[config.mk]
export PLATFORM = sky130hd
export DESIGN_NAME = led_axi_write_ctrl_flat
export DESIGN_NICKNAME = d
export VERILOG_FILES = /design/src/rtl/led_axi_write_ctrl_pkg.sv /design/src/rtl/led_axi_write_ctrl_if.sv /design/src/rtl/led_axi_write_ctrl.sv /design/src/flat_wrapper.sv
export SDC_FILE = /design/constraint.sdc
export NUM_CORES = 1
export LEC_CHECK = 0
export ABC_AREA = 1
export CAP_MARGIN = 20
export CORE_ASPECT_RATIO = 0.9
export CORE_MARGIN = 2
export CORE_UTILIZATION = 35
export DETAILED_ROUTE_END_ITERATION = 12
export GPL_TIMING_DRIVEN = 0
export PLACE_DENSITY = 0.73
export SLEW_MARGIN = 20
export SYNTH_ARGS = -nofsm -noshare
export SYNTH_HDL_FRONTEND = slang
export SYNTH_SLANG_ARGS = --single-unit
[constraint.sdc]
create_clock -name S_AXI_ACLK -period 1.55 [get_ports S_AXI_ACLK]
set_input_delay 0.155 -clock S_AXI_ACLK [delete_from_list [all_inputs] [get_ports S_AXI_ACLK]]
set_output_delay 0.155 -clock S_AXI_ACLK [all_outputs]
set_load 0.01 [all_outputs]
[src/rtl/led_axi_write_ctrl_pkg.sv]
// ---------------------------------------------------------------------------
// led_axi_write_ctrl_pkg
//   Shared definitions for the LED peripheral AXI4-Lite slave front ends.
//   This package holds the write FSM state encoding, the response code and
//   the word offset used by the downstream register decode. The read-channel
//   block is expected to import it as well.
// ---------------------------------------------------------------------------
package led_axi_write_ctrl_pkg;

  // Write-channel FSM encoding.
  typedef enum logic [1:0] {
    IDLE    = 2'd0,
    HAVE_AW = 2'd1,
    HAVE_W  = 2'd2,
    RESP    = 2'd3
  } wr_state_e;

  localparam logic [1:0] RESP_OKAY = 2'b00;

  // The LED stage decodes registers on 32-bit word boundaries.
  localparam int unsigned ADDR_LSB = 2;

  // Word index of a byte address, as seen by the register decode.
  function automatic int unsigned word_index(input logic [31:0] byte_addr);
    return int'(byte_addr >> ADDR_LSB);
  endfunction

endpackage : led_axi_write_ctrl_pkg

[src/rtl/led_axi_write_ctrl_if.sv]
// ---------------------------------------------------------------------------
// led_axi_write_ctrl_if
//   AXI4-Lite write channels (AW, W, B) between a bus master and the LED
//   write front end.
//   master modport : drives AW/W payload and VALIDs, and BREADY
//   slave  modport : drives AWREADY, WREADY, BRESP and BVALID
// ---------------------------------------------------------------------------
interface led_axi_write_ctrl_if #(
  parameter int C_S_AXI_DATA_WIDTH = 32,
  parameter int C_S_AXI_ADDR_WIDTH = 4
);
  import led_axi_write_ctrl_pkg::*;

  logic [C_S_AXI_ADDR_WIDTH-1:0]     S_AXI_AWADDR;
  logic [2:0]                        S_AXI_AWPROT;
  logic                              S_AXI_AWVALID;
  logic                              S_AXI_AWREADY;
  logic [C_S_AXI_DATA_WIDTH-1:0]     S_AXI_WDATA;
  logic [(C_S_AXI_DATA_WIDTH/8)-1:0] S_AXI_WSTRB;
  logic                              S_AXI_WVALID;
  logic                              S_AXI_WREADY;
  logic [1:0]                        S_AXI_BRESP;
  logic                              S_AXI_BVALID;
  logic                              S_AXI_BREADY;

  modport master (
    output S_AXI_AWADDR, S_AXI_AWPROT, S_AXI_AWVALID,
    input  S_AXI_AWREADY,
    output S_AXI_WDATA, S_AXI_WSTRB, S_AXI_WVALID,
    input  S_AXI_WREADY,
    input  S_AXI_BRESP, S_AXI_BVALID,
    output S_AXI_BREADY
  );

  modport slave (
    input  S_AXI_AWADDR, S_AXI_AWPROT, S_AXI_AWVALID,
    output S_AXI_AWREADY,
    input  S_AXI_WDATA, S_AXI_WSTRB, S_AXI_WVALID,
    output S_AXI_WREADY,
    output S_AXI_BRESP, S_AXI_BVALID,
    input  S_AXI_BREADY
  );

endinterface : led_axi_write_ctrl_if

[src/rtl/led_axi_write_ctrl.sv]
// ---------------------------------------------------------------------------
// led_axi_write_ctrl
//   AXI4-Lite write-channel slave for the LED peripheral. It accepts AW and W
//   in either order or together, then issues a single-cycle write strobe with
//   the captured address/data/strobes to the LED register stage, and returns
//   an OKAY response on B. Only a 32-bit data width is supported.
//
//   Ports
//     S_AXI_ACLK     : clock, rising edge
//     S_AXI_ARESETN  : synchronous reset, active HIGH despite the name
//     s_axi          : AW/W/B channels (slave modport)
//     slv_reg_wren   : one-cycle write strobe to the LED stage
//     axi_awaddr     : captured write address
//     slv_wdata      : captured write data
//     slv_wstrb      : captured byte strobes
//
//   state   | meaning
//   --------+-------------------------------------------------
//   IDLE    | waiting for AW and/or W, both READYs high
//   HAVE_AW | address captured, waiting for W
//   HAVE_W  | data captured, waiting for AW
//   RESP    | write issued, BVALID high until BREADY
// ---------------------------------------------------------------------------
module led_axi_write_ctrl
  import led_axi_write_ctrl_pkg::*;
#(
  parameter int C_S_AXI_DATA_WIDTH = 32,
  parameter int C_S_AXI_ADDR_WIDTH = 4
) (
  input  logic                              S_AXI_ACLK,
  input  logic                              S_AXI_ARESETN,
  led_axi_write_ctrl_if.slave               s_axi,
  output logic                              slv_reg_wren,
  output logic [C_S_AXI_ADDR_WIDTH-1:0]     axi_awaddr,
  output logic [C_S_AXI_DATA_WIDTH-1:0]     slv_wdata,
  output logic [(C_S_AXI_DATA_WIDTH/8)-1:0] slv_wstrb
);

  wr_state_e state_q, state_d;

  logic awready, wready, bvalid;
  logic aw_hs, w_hs;
  logic wr_done;

  logic                              wren_q;
  logic [C_S_AXI_ADDR_WIDTH-1:0]     awaddr_q;
  logic [C_S_AXI_DATA_WIDTH-1:0]     wdata_q;
  logic [(C_S_AXI_DATA_WIDTH/8)-1:0] wstrb_q;

  // Protection bits carry no meaning for the LED registers.
  logic unused_awprot;
  assign unused_awprot = ^s_axi.S_AXI_AWPROT;

  always_ff @(posedge S_AXI_ACLK) begin
    if (S_AXI_ARESETN) begin
      state_q <= IDLE;
    end else begin
      state_q <= state_d;
    end
  end

  always_comb begin
    state_d = state_q;
    awready = 1'b0;
    wready  = 1'b0;
    bvalid  = 1'b0;
    aw_hs   = 1'b0;
    w_hs    = 1'b0;
    wr_done = 1'b0;

    case (state_q)
      IDLE: begin
        awready = 1'b1;
        wready  = 1'b1;
      end
      HAVE_AW: wready  = 1'b1;
      HAVE_W:  awready = 1'b1;
      RESP:    bvalid  = 1'b1;
      default: ;
    endcase

    // Keep the bus stalled while reset is held so nothing is half-accepted.
    if (S_AXI_ARESETN) begin
      awready = 1'b0;
      wready  = 1'b0;
    end

    aw_hs = s_axi.S_AXI_AWVALID && awready;
    w_hs  = s_axi.S_AXI_WVALID && wready;

    case (state_q)
      IDLE: begin
        if (aw_hs && w_hs) begin
          state_d = RESP;
          wr_done = 1'b1;
        end else if (aw_hs) begin
          state_d = HAVE_AW;
        end else if (w_hs) begin
          state_d = HAVE_W;
        end
      end
      HAVE_AW: begin
        if (w_hs) begin
          state_d = RESP;
          wr_done = 1'b1;
        end
      end
      HAVE_W: begin
        if (aw_hs) begin
          state_d = RESP;
          wr_done = 1'b1;
        end
      end
      RESP: begin
        if (s_axi.S_AXI_BREADY) begin
          state_d = IDLE;
        end
      end
      default: state_d = IDLE;
    endcase
  end

  // Strobe and payload are registered so they line up with the first RESP
  // cycle; payload holds between writes and only moves on a handshake.
  always_ff @(posedge S_AXI_ACLK) begin
    if (S_AXI_ARESETN) begin
      wren_q   <= 1'b0;
      awaddr_q <= '0;
      wdata_q  <= '0;
      wstrb_q  <= '0;
    end else begin
      wren_q <= wr_done;
      if (aw_hs) begin
        awaddr_q <= s_axi.S_AXI_AWADDR;
      end
      if (w_hs) begin
        wdata_q <= s_axi.S_AXI_WDATA;
        wstrb_q <= s_axi.S_AXI_WSTRB;
      end
    end
  end

  assign s_axi.S_AXI_AWREADY = awready;
  assign s_axi.S_AXI_WREADY  = wready;
  assign s_axi.S_AXI_BVALID  = bvalid;
  assign s_axi.S_AXI_BRESP   = RESP_OKAY;

  assign slv_reg_wren = wren_q;
  assign axi_awaddr   = awaddr_q;
  assign slv_wdata    = wdata_q;
  assign slv_wstrb    = wstrb_q;

endmodule : led_axi_write_ctrl

[src/flat_wrapper.sv]
// flat-port wrapper written by rule: the top's interface ports become plain ports
module led_axi_write_ctrl_flat import led_axi_write_ctrl_pkg::*;
#(
  parameter int C_S_AXI_DATA_WIDTH = 32,
  parameter int C_S_AXI_ADDR_WIDTH = 4
)
  (S_AXI_ACLK, S_AXI_ARESETN, slv_reg_wren, axi_awaddr, slv_wdata, slv_wstrb, s_axi_S_AXI_AWADDR, s_axi_S_AXI_AWPROT, s_axi_S_AXI_AWVALID, s_axi_S_AXI_AWREADY, s_axi_S_AXI_WDATA, s_axi_S_AXI_WSTRB, s_axi_S_AXI_WVALID, s_axi_S_AXI_WREADY, s_axi_S_AXI_BRESP, s_axi_S_AXI_BVALID, s_axi_S_AXI_BREADY);
  led_axi_write_ctrl_if #(.C_S_AXI_DATA_WIDTH(C_S_AXI_DATA_WIDTH), .C_S_AXI_ADDR_WIDTH(C_S_AXI_ADDR_WIDTH)) s_axi_i ();
  input  logic S_AXI_ACLK;
  input  logic S_AXI_ARESETN;
  output logic slv_reg_wren;
  output logic [C_S_AXI_ADDR_WIDTH-1:0] axi_awaddr;
  output logic [C_S_AXI_DATA_WIDTH-1:0] slv_wdata;
  output logic [(C_S_AXI_DATA_WIDTH/8)-1:0] slv_wstrb;
  input wire logic [$bits(s_axi_i.S_AXI_AWADDR)-1:0] s_axi_S_AXI_AWADDR;
  input wire logic [$bits(s_axi_i.S_AXI_AWPROT)-1:0] s_axi_S_AXI_AWPROT;
  input wire logic [$bits(s_axi_i.S_AXI_AWVALID)-1:0] s_axi_S_AXI_AWVALID;
  output wire logic [$bits(s_axi_i.S_AXI_AWREADY)-1:0] s_axi_S_AXI_AWREADY;
  input wire logic [$bits(s_axi_i.S_AXI_WDATA)-1:0] s_axi_S_AXI_WDATA;
  input wire logic [$bits(s_axi_i.S_AXI_WSTRB)-1:0] s_axi_S_AXI_WSTRB;
  input wire logic [$bits(s_axi_i.S_AXI_WVALID)-1:0] s_axi_S_AXI_WVALID;
  output wire logic [$bits(s_axi_i.S_AXI_WREADY)-1:0] s_axi_S_AXI_WREADY;
  output wire logic [$bits(s_axi_i.S_AXI_BRESP)-1:0] s_axi_S_AXI_BRESP;
  output wire logic [$bits(s_axi_i.S_AXI_BVALID)-1:0] s_axi_S_AXI_BVALID;
  input wire logic [$bits(s_axi_i.S_AXI_BREADY)-1:0] s_axi_S_AXI_BREADY;
  assign s_axi_i.S_AXI_AWADDR = s_axi_S_AXI_AWADDR;
  assign s_axi_i.S_AXI_AWPROT = s_axi_S_AXI_AWPROT;
  assign s_axi_i.S_AXI_AWVALID = s_axi_S_AXI_AWVALID;
  assign s_axi_S_AXI_AWREADY = s_axi_i.S_AXI_AWREADY;
  assign s_axi_i.S_AXI_WDATA = s_axi_S_AXI_WDATA;
  assign s_axi_i.S_AXI_WSTRB = s_axi_S_AXI_WSTRB;
  assign s_axi_i.S_AXI_WVALID = s_axi_S_AXI_WVALID;
  assign s_axi_S_AXI_WREADY = s_axi_i.S_AXI_WREADY;
  assign s_axi_S_AXI_BRESP = s_axi_i.S_AXI_BRESP;
  assign s_axi_S_AXI_BVALID = s_axi_i.S_AXI_BVALID;
  assign s_axi_i.S_AXI_BREADY = s_axi_S_AXI_BREADY;
  led_axi_write_ctrl #(.C_S_AXI_DATA_WIDTH(C_S_AXI_DATA_WIDTH), .C_S_AXI_ADDR_WIDTH(C_S_AXI_ADDR_WIDTH)) u_core (.S_AXI_ACLK(S_AXI_ACLK), .S_AXI_ARESETN(S_AXI_ARESETN), .s_axi(s_axi_i), .slv_reg_wren(slv_reg_wren), .axi_awaddr(axi_awaddr), .slv_wdata(slv_wdata), .slv_wstrb(slv_wstrb));
endmodule
# == Yosys cells after proc, flatten, opt, wreduce, memory -nomap -nowiden ==
# Cells that the tools add are included.
# op_classes
eq_ne,7
mux,16
n_reduce_logical,7
# ops
op,n
$mux W2,6
$mux W1,8
$pmux W2 S4,1
$eq A2 B2 Y1 const B,2
$ne A2 B1 Y1 const B,2
$ne A4 B1 Y1 const B,1
$reduce_and A4 Y1,1
$reduce_or A2 Y1,2
$logic_and A1 B1 Y1,3
$pmux W1 S3,1
$eq A2 B1 Y1 const B,1
$logic_not A2 Y1,1
$ne A2 B2 Y1 const B,1
# totals
reg_bits,43
in_bits,48
out_inout_bits,46
wordCells,35

# == Depth between registers and ports, before layout ==
# logic_depth
ltp_word,9
ltp_mapped,11
mapped_depth_nobuf,11

# == Least setup slack after synthesis ==
# No wires, ideal clock.
# synth_path
path_type,flip-flop to flip-flop
startpoint,reg u_core.state_q[0]
endpoint,reg u_core.state_q[1]
setup_ns,0.115
arrival_ns,1.246
t_required_ns,1.435
slack_ns,0.189
stages_incl_launch_ff,12
path_buffers,1
period_less_slack_ns,1.361
path_cell_list,dfxtp_1 > inv_1 > ha_1 > inv_1 > nand2_1 > nand3_2 > buf_6 > nand3_1 > nand2_1 > nand3_1 > nand2_1 > nor2_1
# synth_between
elab_chain_len,8
word_cells_on_any_way,21
cone_classes,7 x eq/ne; 7 x mux; 7 x reduce/logical
# synth_rtl
element,line_no,text
"start, declared",led_axi_write_ctrl.sv:39,"wr_state_e state_q, state_d;"
"start signal, assigned",led_axi_write_ctrl.sv:58,state_q <= state_d;
$eq A2 B2 Y1 (tied with other cells),"led_axi_write_ctrl.sv:71, led_axi_write_ctrl.sv:91",
$reduce_or A2 Y1 (no source line),n/a,
$mux W1,led_axi_write_ctrl.sv:71,case (state_q)
$mux W1,led_axi_write_ctrl.sv:83,if (S_AXI_ARESETN) begin
"$logic_and A1 B1 Y1, on equally long branches","led_axi_write_ctrl.sv:88, led_axi_write_ctrl.sv:89",
$mux W2 or $logic_and A1 B1 Y1 (tied branches),"led_axi_write_ctrl.sv:96, led_axi_write_ctrl.sv:93",
$mux W2 or $ne A4 B1 Y1 (tied branches),n/a,
$pmux W2 S4 or $reduce_and A4 Y1 (tied branches),n/a,
# Parallel ways exist; a longest one is shown, timed or not.
# A chain may end at the register's enable or synchronous reset.

# == Worst setup path in the final report ==
# layout_path
startpoint,reg u_core.state_q[1]
endpoint,out s_axi_S_AXI_WREADY
# layout_between
elab_chain_len,4
word_cells_on_any_way,5
cone_classes,1 x eq/ne; 2 x mux; 2 x reduce/logical
# layout_rtl
element,line_no,text
$eq A2 B1 Y1 or $logic_not A2 Y1 (tied branches),led_axi_write_ctrl.sv:71,
$reduce_or A2 Y1 (no source line) (*),n/a,
$mux W1 (*),led_axi_write_ctrl.sv:71,
$mux W1 (*),led_axi_write_ctrl.sv:83,
"end, declared",flat_wrapper.sv:22,output wire logic [$bits(s_axi_i.S_AXI_WREADY)-1:0] s_axi_S_AXI_WREADY;
# Mark *: on every way between the ends. The rest lies on a longest branch, timed or not.

==> flow_summary.ini <==
[setup_path]
crit_type = reg -> out
cp-end-kind = output pin
critPathSlowestCell = dfxtp_2
worst_setup_path_start_kind = register
critPathArrivalTime_ns = 1.31
cp_cell_sequence = inv_4 -> ha_2 -> inv_1 -> nand2_1 -> inv_1 -> nor2_1 -> buf_2
max_stage_delay_ns = 0.36
crit_top_cell = inv_1
worstPathRequired_ns = 1.39
crit_fanout = 4

[logic_synthesis]
syn-cell-area_sq_um = 1730
syn_avg_cell_area_sq_um = 7.61
yosysWarnings = 0
async_flop_share_pct = 0
synth_cell_types = 19
netlist_instances = 227
yosys-top-cells-area = dfxtp_1 (50%), nand2_1 (20%), nand3_1 (12%)
yosys.area.top_type = dfxtp_1
synth.top_cells.by_count = nand2_1 (93), dfxtp_1 (43), nand3_1 (41), inv_1 (11)
synth_top_area_share_pct = 49.9
synth_seq_area_share_pct = 49.9
yosys_most_used_dff = dfxtp_1
synth.most_common_cell = nand2_1
ys_ff_latch = 43
synth_edf_count = 0

[cts]
htreeDepth = 2
cts_tree = built
cts.sinks = 43
cts_buffer_depth = 2
cts-buffers-inserted = 5
clk_pin_slew_ns = 0.08
cts_hold_buf = 0
cts_root_buffer = clkbuf_8
clkLatencyLatePin_ns = 0.28

[grt]
grt_overflow = 0
track_usage_pct = 15.7
antenna_found_initial = 0
grt_pass1_wl_um = 7020
grt_pass1_vias = 1504
grt_start_max_net_pins = 14

[routing]
drt_pass1_iterations = 4
num_vias = 1698
postRouteAntennaNets = 0
routed_wl_um = 4360
wl_per_cell_um = 11.2
drt-vias-per-instance = 4.35
drc = 0
drtIter0Drc = 41

[sta]
setup_viol = 0
fmax_mhz = 682
finalMaxSlewViolations = 0
fin_crit_ns = 1.47
final_critical_path_setup_slack_ns = 0.0840
hold_viol = 0
finalCritPeriodShare_pct = 94.6
setup_tns_ns = 0
clock_skew_ns = 0.00272

[finish]
fin_nets = 377
fin_util_pct = 58.5
drive_gt1_share_pct = 11.4
design_area_sq_um = 2810
stdcell_count = 390
num_antenna_cells = 0
syn_to_final_growth_pct = 62.8

[placed_design]
place_area_sq_um = 2690
hpwl_um = 3180
dp_slack_ns = -0.0402
gp_congestion = 0.750
placed_cells_incl_taps = 381
io_buffers = 88

[pwr]
p_per_area_nw_per_um2 = 1380
p_leak_nw = 1.28
peakVddDrop_v = 0.000744

[floorplan]
ioPinCount = 94
dieArea_sq_um = 5510
rows = 24
coreArea_sq_um = 4800
die_w_um = 78.0
start_util_pct = 35.9
dieHeight_um = 70.6

[hold_path]
hp-class = in -> reg

[outcome]
status = finished, final reports clean

[run]
cap_violations = 0
## where the power goes
group          internal [W]  total (W)  switching (W)
combinational      0.000873    0.00168       0.000811
sequential          0.00136    0.00150       0.000141
clock              0.000315   0.000688       0.000372
## kinds of logic (layout without fill, tap and decap cells)
kind of cell    after synthesis  in the layout  share of synthesized area (%)
simple gates                142            142                           34.7
flops                        43             43                           49.9
buf+inv                      28            125                           9.20
compound gates                8              8                           2.39
fa+ha+maj                     5              5                           3.62
other cells                   1              2                          0.217
## layout by cell type (no fill, tap or decap)
cell / synthesis / final
nand2_1: 93 / 92
clkdlybuf4s50_1: 0 / 85
nand3_1: 41 / 41
dfxtp_1: 43 / 41
inv_1: 11 / 9
buf_4: 5 / 7
o21ai_0: 5 / 5
clkbuf_8: 0 / 5
nor2_1: 5 / 4
buf_2: 4 / 4
buf_6: 4 / 4
inv_2: 2 / 3
a21oi_1: 2 / 2
clkbuf_1: 1 / 2
ha_1: 5 / 2
ha_2: 0 / 2
conb_1: 1 / 2
dfxtp_2: 0 / 2
inv_4: 0 / 1
nor2_2: 0 / 1
nor3_4: 0 / 1
nand3_2: 1 / 1
nand2_2: 0 / 1
buf_1: 1 / 1
or2_2: 1 / 1
a31oi_1: 1 / 1
ha_4: 0 / 1
clkinvlp_4: 0 / 1
clkinv_2: 0 / 1
clkbuf_2: 0 / 1
dlygate4sd2_1: 0 / 1
## metrics by stage
| stage | total power (W) | hold WS (ns) |
|---|---|---|
| 3_5_place_dp | 0.00312 | 0.453 |
| 6_report | 0.00387 | 0.403 |
| 5_1_grt | 0.00417 | 0.408 |
| 2_1_floorplan | 0.00236 | 0.265 |
| 3_3_place_gp | 0.00309 | 0.448 |
| 4_1_cts | 0.00385 | 0.395 |
## per-layer routing
| layer | wire [um] | track usage [%] | vias up |
|---|---|---|---|
| met4 | 14 | 4.09 | 0 |
| met1 | 2030 | 21.3 | 747 |
| li1 | - | - | 903 |
| met2 | 2030 | 24.8 | 46 |
| met5 | 0 | 0 | - |
| met3 | 289 | 4.46 | 2 |
## final cells by class
type | instances | area, sq um
inverter | 13 | 51.3
tap | 65 | 81.3
timing repair buffer | 89 | 877
fill | 461 | 1990
clock buffer | 6 | 72.6
clock inverter | 2 | 12.5
sequential | 43 | 863
multi-input combinational | 157 | 739
buffer | 15 | 113
## state kept, by name, summed over array words and instances, names as in the netlist
signal,count
u_core.slv_reg_wren,1
u_core.axi_awaddr,4
u_core.slv_wstrb,4
u_core.state_q,2
u_core.slv_wdata,32
## what timing repair did
item	4_1_cts	5_1_grt
gates resized for setup	13	9
setup buffers	1	0
gates cloned	0	0
endpoints found under the setup margin	3	6
pin swaps	2	0
## worst max-delay path, delay by kind of cell, from the launching register on
kind | cells | cell delay, ns
flip-flops | 1 | 0.36
buffers and inverters | 4 | 0.32
adder cells (fa/ha/maj) | 1 | 0.19
AND/OR/NAND/NOR | 2 | 0.17
## path summary, 6_finish.rpt
kind                                           start                    to  slack, ns  cells after the start
worst min-delay path            s_axi_S_AXI_WSTRB[0]   u_core.slv_wstrb[0]       0.40                      3
worst min register to register   u_core.slv_wdata[6]   u_core.slv_wdata[6]       0.46                      2
worst max register to register     u_core.state_q[1]  u_core.slv_wdata[25]       0.11                      9
worst max-delay path               u_core.state_q[1]    s_axi_S_AXI_WREADY       0.08                      7
Power figures use the tool's default switching activity.
